==> config.mk <==
export PLATFORM = sky130hd
export DESIGN_NAME = pwm_capture_flat
export DESIGN_NICKNAME = d
export VERILOG_FILES = /design/src/rtl/pwm_capture_if.sv /design/src/rtl/pwm_capture.sv /design/src/flat_wrapper.sv
export SDC_FILE = /design/constraint.sdc
export NUM_CORES = 1
export LEC_CHECK = 0
export ABC_AREA = 1
export ABC_CLOCK_PERIOD_IN_PS = 3700
export BUFFER_PORTS_ARGS = -buffer_cell sky130_fd_sc_hd__buf_2
export CORE_ASPECT_RATIO = 0.75
export CORE_MARGIN = 3
export CORE_UTILIZATION = 30
export DETAILED_ROUTE_END_ITERATION = 8
export PLACE_DENSITY_LB_ADDON = 0.1
export SLEW_MARGIN = 20
export SYNTH_ARGS = -nofsm -noshare
export SYNTH_HDL_FRONTEND = slang
export SYNTH_SLANG_ARGS = --single-unit
==> constraint.sdc <==
create_clock -name clk -period 3.7 [get_ports clk]
set_input_delay 0 -clock clk [delete_from_list [all_inputs] [get_ports clk]]
set_output_delay 0 -clock clk [all_outputs]
set_load 0.01 [all_outputs]
==> src/rtl/pwm_capture_if.sv <==
// Signal bundle between a PWM source and the pwm_capture block.
// The capture block attaches through the slave modport; the source/observer attaches through master.
interface pwm_capture_if #(
   parameter int CNT_W = 16
);
   logic             pwm_in;
   logic [CNT_W-1:0] high_time;
   logic [CNT_W-1:0] period;
   logic             meas_valid;
   logic             stuck_high;
   logic             stuck_low;

   modport master (
      output pwm_in,
      input  high_time, period, meas_valid, stuck_high, stuck_low
   );

   modport slave (
      input  pwm_in,
      output high_time, period, meas_valid, stuck_high, stuck_low
   );
endinterface

==> src/rtl/pwm_capture.sv <==
// Measures high time and period of an asynchronous PWM input and flags stuck levels.
// Optional glitch filter enabled by defining PWM_CAP_FILTER_EN.
module pwm_capture #(
   parameter int CNT_W       = 16,
   parameter int SYNC_STAGES = 2,
   parameter int FILT_LEN    = 3
) (
   input  logic            clk,
   input  logic            rst,
   pwm_capture_if.slave    bus
);

   typedef enum logic [1:0] {ST_WAIT, ST_HIGH, ST_LOW} state_t;

   localparam logic [CNT_W-1:0] CNT_MAX = '1;
   localparam logic [CNT_W-1:0] CNT_ONE = CNT_W'(1);

   generate
      if (SYNC_STAGES < 2 || FILT_LEN < 1) begin : g_badParam
         $error("pwm_capture: SYNC_STAGES must be >= 2 and FILT_LEN >= 1");
      end
   endgenerate

   logic [SYNC_STAGES-1:0] r_sync;
   logic                   w_syncOut;
   logic                   w_s;
   logic                   r_sD;
   logic                   w_rise;
   logic                   w_fall;

   state_t           r_state, w_stateNext;
   logic [CNT_W-1:0] r_hCnt, w_hNext;
   logic [CNT_W-1:0] r_pCnt, w_pNext;
   logic [CNT_W-1:0] w_hInc, w_pInc;
   logic             w_timeout;
   logic [CNT_W-1:0] r_highTime, w_highTimeNext;
   logic [CNT_W-1:0] r_period, w_periodNext;
   logic             r_measValid, w_measValidNext;
   logic             r_stuckHigh, w_stuckHighNext;
   logic             r_stuckLow, w_stuckLowNext;

   always_ff @(posedge clk) begin
      if (rst) begin
         r_sync <= '0;
      end else begin
         r_sync <= {r_sync[SYNC_STAGES-2:0], bus.pwm_in};
      end
   end

   assign w_syncOut = r_sync[SYNC_STAGES-1];

`ifdef PWM_CAP_FILTER_EN
   localparam int FC_W = (FILT_LEN > 1) ? $clog2(FILT_LEN) : 1;

   logic            r_filtS;
   logic [FC_W-1:0] r_filtCnt;

   // s follows the synchronized input only once it has disagreed for FILT_LEN straight cycles
   always_ff @(posedge clk) begin
      if (rst) begin
         r_filtS   <= 1'b0;
         r_filtCnt <= '0;
      end else if (w_syncOut != r_filtS) begin
         if (r_filtCnt == FC_W'(FILT_LEN - 1)) begin
            r_filtS   <= w_syncOut;
            r_filtCnt <= '0;
         end else begin
            r_filtCnt <= r_filtCnt + FC_W'(1);
         end
      end else begin
         r_filtCnt <= '0;
      end
   end

   assign w_s = r_filtS;
`else
   assign w_s = w_syncOut;
`endif

   always_ff @(posedge clk) begin
      if (rst) begin
         r_sD <= 1'b0;
      end else begin
         r_sD <= w_s;
      end
   end

   assign w_rise    = w_s & ~r_sD;
   assign w_fall    = ~w_s & r_sD;
   assign w_hInc    = (r_hCnt == CNT_MAX) ? r_hCnt : r_hCnt + CNT_ONE;
   assign w_pInc    = (r_pCnt == CNT_MAX) ? r_pCnt : r_pCnt + CNT_ONE;
   assign w_timeout = (r_pCnt == CNT_MAX);

   always_ff @(posedge clk) begin
      if (rst) begin
         r_state     <= ST_WAIT;
         r_hCnt      <= '0;
         r_pCnt      <= '0;
         r_highTime  <= '0;
         r_period    <= '0;
         r_measValid <= 1'b0;
         r_stuckHigh <= 1'b0;
         r_stuckLow  <= 1'b0;
      end else begin
         r_state     <= w_stateNext;
         r_hCnt      <= w_hNext;
         r_pCnt      <= w_pNext;
         r_highTime  <= w_highTimeNext;
         r_period    <= w_periodNext;
         r_measValid <= w_measValidNext;
         r_stuckHigh <= w_stuckHighNext;
         r_stuckLow  <= w_stuckLowNext;
      end
   end

   // Edges take priority over the timeout, so a period of exactly the counter range is still reported
   always_comb begin
      w_stateNext     = r_state;
      w_hNext         = r_hCnt;
      w_pNext         = r_pCnt;
      w_highTimeNext  = r_highTime;
      w_periodNext    = r_period;
      w_measValidNext = 1'b0;
      w_stuckHighNext = r_stuckHigh;
      w_stuckLowNext  = r_stuckLow;
      case (r_state)
         ST_WAIT: begin
            if (w_rise) begin
               w_stateNext     = ST_HIGH;
               w_hNext         = CNT_ONE;
               w_pNext         = CNT_ONE;
               w_stuckHighNext = 1'b0;
               w_stuckLowNext  = 1'b0;
            end
         end
         ST_HIGH: begin
            if (w_fall) begin
               w_stateNext = ST_LOW;
               w_pNext     = w_pInc;
            end else if (w_timeout) begin
               w_stateNext     = ST_WAIT;
               w_stuckHighNext = 1'b1;
               w_stuckLowNext  = 1'b0;
            end else begin
               w_hNext = w_hInc;
               w_pNext = w_pInc;
            end
         end
         ST_LOW: begin
            if (w_rise) begin
               w_stateNext     = ST_HIGH;
               w_highTimeNext  = r_hCnt;
               w_periodNext    = r_pCnt;
               w_measValidNext = 1'b1;
               w_hNext         = CNT_ONE;
               w_pNext         = CNT_ONE;
            end else if (w_timeout) begin
               w_stateNext     = ST_WAIT;
               w_stuckLowNext  = 1'b1;
               w_stuckHighNext = 1'b0;
            end else begin
               w_pNext = w_pInc;
            end
         end
         default: begin
            w_stateNext = ST_WAIT;
         end
      endcase
   end

   assign bus.high_time  = r_highTime;
   assign bus.period     = r_period;
   assign bus.meas_valid = r_measValid;
   assign bus.stuck_high = r_stuckHigh;
   assign bus.stuck_low  = r_stuckLow;

endmodule

==> src/flat_wrapper.sv <==
// flat-port wrapper written by rule: the top's interface ports become plain ports
module pwm_capture_flat 
#(
   parameter int CNT_W       = 16,
   parameter int SYNC_STAGES = 2,
   parameter int FILT_LEN    = 3
)
  (clk, rst, bus_pwm_in, bus_high_time, bus_period, bus_meas_valid, bus_stuck_high, bus_stuck_low);
  pwm_capture_if #(.CNT_W(CNT_W)) bus_i ();
  input  logic clk;
  input  logic rst;
  input wire logic [$bits(bus_i.pwm_in)-1:0] bus_pwm_in;
  output wire logic [$bits(bus_i.high_time)-1:0] bus_high_time;
  output wire logic [$bits(bus_i.period)-1:0] bus_period;
  output wire logic [$bits(bus_i.meas_valid)-1:0] bus_meas_valid;
  output wire logic [$bits(bus_i.stuck_high)-1:0] bus_stuck_high;
  output wire logic [$bits(bus_i.stuck_low)-1:0] bus_stuck_low;
  assign bus_i.pwm_in = bus_pwm_in;
  assign bus_high_time = bus_i.high_time;
  assign bus_period = bus_i.period;
  assign bus_meas_valid = bus_i.meas_valid;
  assign bus_stuck_high = bus_i.stuck_high;
  assign bus_stuck_low = bus_i.stuck_low;
  pwm_capture #(.CNT_W(CNT_W), .SYNC_STAGES(SYNC_STAGES), .FILT_LEN(FILT_LEN)) u_core (.clk(clk), .rst(rst), .bus(bus_i));
endmodule
---- After elaboration in Yosys (flattened, before gate mapping) ----
Cells that the tools add are included.
operators by class
  add/sub/neg operators ................... 2
  eq/ne operators ......................... 12
  multiplexer cells ....................... 25
  bitwise operators ....................... 5
  reductions and logical operators ........ 9
operators by type and width
  operator                                                                 count
  16-bit two-way mux                                                       8
  16-bit one-hot mux with 3 select lines                                   1
  16-bit by 1-bit adder with 16-bit output, second input constant          2
  16-bit equality test, second input constant                              2
  16-bit one-hot mux with 2 select lines                                   1
  1-bit two-way mux                                                        8
  2-bit two-way mux                                                        4
  2-bit by 1-bit inequality test with 1-bit output, second input constant  4
  2-bit inequality test, second input constant                             4
  1-bit one-hot mux with 3 select lines                                    2
  2-bit one-hot mux with 3 select lines                                    1
  6-bit AND reduction                                                      1
  5-bit AND reduction                                                      1
  2-bit AND reduction                                                      2
  2-bit OR reduction                                                       2
  1-bit NOT                                                                3
  3-bit nonzero test                                                       1
  1-bit bitwise AND                                                        2
  2-bit by 1-bit equality test with 1-bit output, second input constant    1
  2-bit equality test, second input constant                               1
  2-bit logical NOT                                                        1
  2-bit nonzero test                                                       1
word-level totals
  register bits ........................... 72
  word-level logic and storage cells ...... 63

---- Logic depth before layout (Yosys ltp) ----
  word-level depth ........................ 5
  gate-level depth with buffers ........... 12

---- Least setup slack after synthesis ----
No wires, ideal clock.
  kind .................................... register to register
  from .................................... register u_core.r_state[1]
  to ...................................... register u_core.r_hCnt[2]
  setup time .............................. 0.139 ns
  arrival time ............................ 1.533 ns
  setup slack ............................. 2.028 ns
  cell stages (with the launch flop) ...... 13
  buffers on the path ..................... 2
  cell sequence ........................... dfxtp_1 inv_1 ha_1 inv_1 nor2_1 inv_1 nand2_1 nor2_1 buf_6 nand2_8 buf_12 nand2_1 a21oi_2
on the way
  cells in the longest elaborated chain, start to end .. 4
RTL lines
  item                                                                                              line                source
  start: declaration                                                                                pwm_capture.sv:31   state_t r_state, w_stateNext;
  start signal: assignment                                                                          pwm_capture.sv:105  r_state <= w_stateNext;
  2-bit equality test or 2-bit logical NOT (tied branches)                                          pwm_capture.sv:126  case (r_state)
  2-bit OR reduction (no line)                                                                      -
  2-bit by 1-bit inequality test with 1-bit output (no line) or 2-bit nonzero test (tied branches)  -
  5-bit AND reduction (no line)                                                                     -
  end signal: assignment                                                                            pwm_capture.sv:106  r_hCnt <= w_hNext;
  end: declaration                                                                                  pwm_capture.sv:32   logic [CNT_W-1:0] r_hCnt, w_hNext;
Parallel ways exist; a longest one is shown, timed or not.
A chain may end at the register's enable or synchronous reset.

---- Worst setup path after layout ----
  from .................................... register u_core.r_state[1]
  to ...................................... register u_core.r_hCnt[15]
The elaborated chain is that of the path after synthesis.

==> flow_summary.yaml <==
clocking:
  cts_resized: 0
  ctsRootBufferMaster: "clkbuf_16"
  clockBufferDepth: 2
  cts_hold_buffers: 1
  path_clk_slew_ns: 0.06
  postCtsSetupRepairBufs: 0
  clock_latency_ns: 0.34
  cts_buffers: 9
  htreeDepth: 3
  cts_tree: "built"
  clock-sinks: 72
sta:
  timing.fmax_mhz: 398
  period_share: 0.679
  rsz0062_at_grt: "no"
  fin_tns_setup_ns: 0
  period_needed_ns: 2.51
  fin_hold_ws_ns: 0.168
  hold_viol_final: 0
  setup_viol: 0
  tightest_slew_ns: 0.941
  slew_viol_final: 0
  max_slew_margin: 0.370
  finClkSkew_ns: 0.00651
setup_path:
  cpMaxStageDelayCell: "nor2_1"
  cp.arrival_ns: 2.77
  crit_chain: "inv_1, ha_1, inv_1, nor2_1, inv_1, nand2_1, nor2_1, a21boi_2, nand2_1, a21oi_1"
  crit_type: "reg2reg"
  cp_max_fo: 11
  crit_path_end_kind: "flip-flop"
  path_delay_family: "simple AND/OR/NAND/NOR gates"
  critPathRequiredTime_ns: 3.96
  r2r_start: "u_core.r_state[1]"
  cpMostUsedCell: "inv_1"
  crit_start: "u_core.r_state[1]"
  regToRegSetupSlack_ns: 1.19
  slowest_delay_ns: 0.71
  worst_setup_path_start_kind: "flip-flop"
  path_buf_inv: 3
synthesis:
  synth_top_area_frac: 0.406
  synth_ff_type: "dfxtp_1"
  syn_area_um2: 3550
  synthArstFlopShare: 0
  synth.most_common_cell: "nand2_1"
  synth_common_cells: "103 x nand2_1, 97 x nor2_1, 72 x dfxtp_1"
  synthTopCellsByArea: "dfxtp_1 41%, nand2_1 11%, nor2_1 10%"
  synthDistinctLibCells: 33
  synth-edff-count: 0
  postSynthAreaPerCell_um2: 6.99
  syn-num-nets: 517
  synth_top_cell_by_area: "dfxtp_1"
  ys_seq_elements: 72
  syn_inst: 508
  ys_seq_area_frac: 0.406
  ys_warn_count: 0
global_route:
  grt_pass1_vias: 3040
  grt_overflow: 0
  grt_pass1_wl_mm: 16.4
  antenna_found_initial: 0
  grt_max_degree: 44
  grtUsageTotal: 0.156
floorplan:
  core.rowCount: 33
  die_w_um: 132
  start_util: 0.316
  core_um2: 11200
  io_pins: 38
  die_area_um2: 13200
  die_h_um: 100
status:
  outcome: "completed"
drt:
  firstDrtPassIters: 5
  via_count: 3324
  ant_nets: 0
  first_iter_violations: 268
  vias_per_cell: 4.72
  wl_mm: 10.0
  wl_per_cell_um: 14.2
  drc: 0
placed_design:
  io_buffers: 37
  placed_cells: 687
  gp_congestion: 0.914
  hpwlAfterDp_mm: 6.95
layout:
  fin_cells: 704
  antenna_cells: 0
  area_growth_pct: 19.0
  drive_gt1_frac: 0.154
  nets: 551
power_and_ir_drop:
  power_mw: 1.97
  powerDensity_nw_per_um2: 467
  ir_drop_mv: 0.240
  leakagePower_nw: 1.72
run:
  drv_cap: 0
min_path:
  hold_class: "in2reg"
  min_from: "rst"
## sequential cells by signal, indices dropped and copies added (netlist names)
name                   flops
u_core.bus.high_time      16
u_core.r_hCnt             16
u_core.r_sD                1
u_core.bus.stuck_low       1
u_core.r_sync              2
u_core.r_state             2
u_core.bus.stuck_high      1
u_core.bus.period         16
u_core.bus.meas_valid      1
u_core.r_pCnt             16
## power by group
part           total (mW)  internal (mW)  switching, mW
Clock                1.04          0.681          0.360
Combinational       0.135         0.0335          0.101
Sequential          0.798          0.785         0.0127
## through the flow
step	worst slack, ns	utilization	instance area, µm²
final	1.19	0.376	4220
after global routing	0.894	0.376	4220
after CTS	1.20	0.376	4220
after detailed placement	1.21	0.344	3860
after global placement	1.36	0.344	3860
after floorplan	2.03	-	3550
## kinds of logic (layout without fill, tap and decap cells)
kind of cell | Yosys count | in the layout | synth area share
XOR/XNOR | 9 | 9 | 0.0222
flip-flops | 72 | 72 | 0.406
AND/OR/NAND/NOR | 272 | 272 | 0.337
buffers and inverters | 59 | 98 | 0.0702
AO/OA/AOI/OAI | 90 | 90 | 0.143
adder cells (fa/ha/maj) | 6 | 6 | 0.0212
## layout by cell type, fill, tap and decap left out, drive strengths merged
master,synthesis,routed
nand2,112,112
nor2,102,102
dfxtp,72,72
a21oi,44,44
inv,41,42
o21ai,41,41
buf,6,39
nand3,37,37
nand4,11,11
clkbuf,11,10
xor2,7,7
nor3,6,6
ha,6,6
bufinv,0,3
o21bai,3,3
nor3b,2,2
xnor2,2,2
clkinv,1,2
nand3b,1,1
a31oi,1,1
a21boi,1,1
and2,1,1
clkinvlp,0,1
dlygate4sd3,0,1
## per-layer routing
metal | track usage | share of wire
met2 | 0.200 | 0.37
met5 | 0 | 0
met1 | 0.251 | 0.56
met4 | 0.0460 | 0.0083
met3 | 0.0376 | 0.054
## worst paths after layout
| check | end | cells past startpoint |
|---|---|---|
| worst max-delay path | u_core.r_hCnt[15] | 10 |
| worst max register to register | u_core.r_hCnt[15] | 10 |
| worst min register to register | u_core.r_sync[1] | 2 |
| worst min-delay path | u_core.r_sync[0] | 2 |
## cell type report
| cell class | instances | area, µm² |
|---|---|---|
| fill | 1214 | 7010 |
| inverter | 42 | 158 |
| sequential | 72 | 1440 |
| tap | 157 | 196 |
| clock inverter | 6 | 115 |
| clock buffer | 10 | 239 |
| multi-input combinational | 377 | 1860 |
| timing repair buffer | 40 | 210 |
Note: power is estimated with default switching activity, not from simulation.
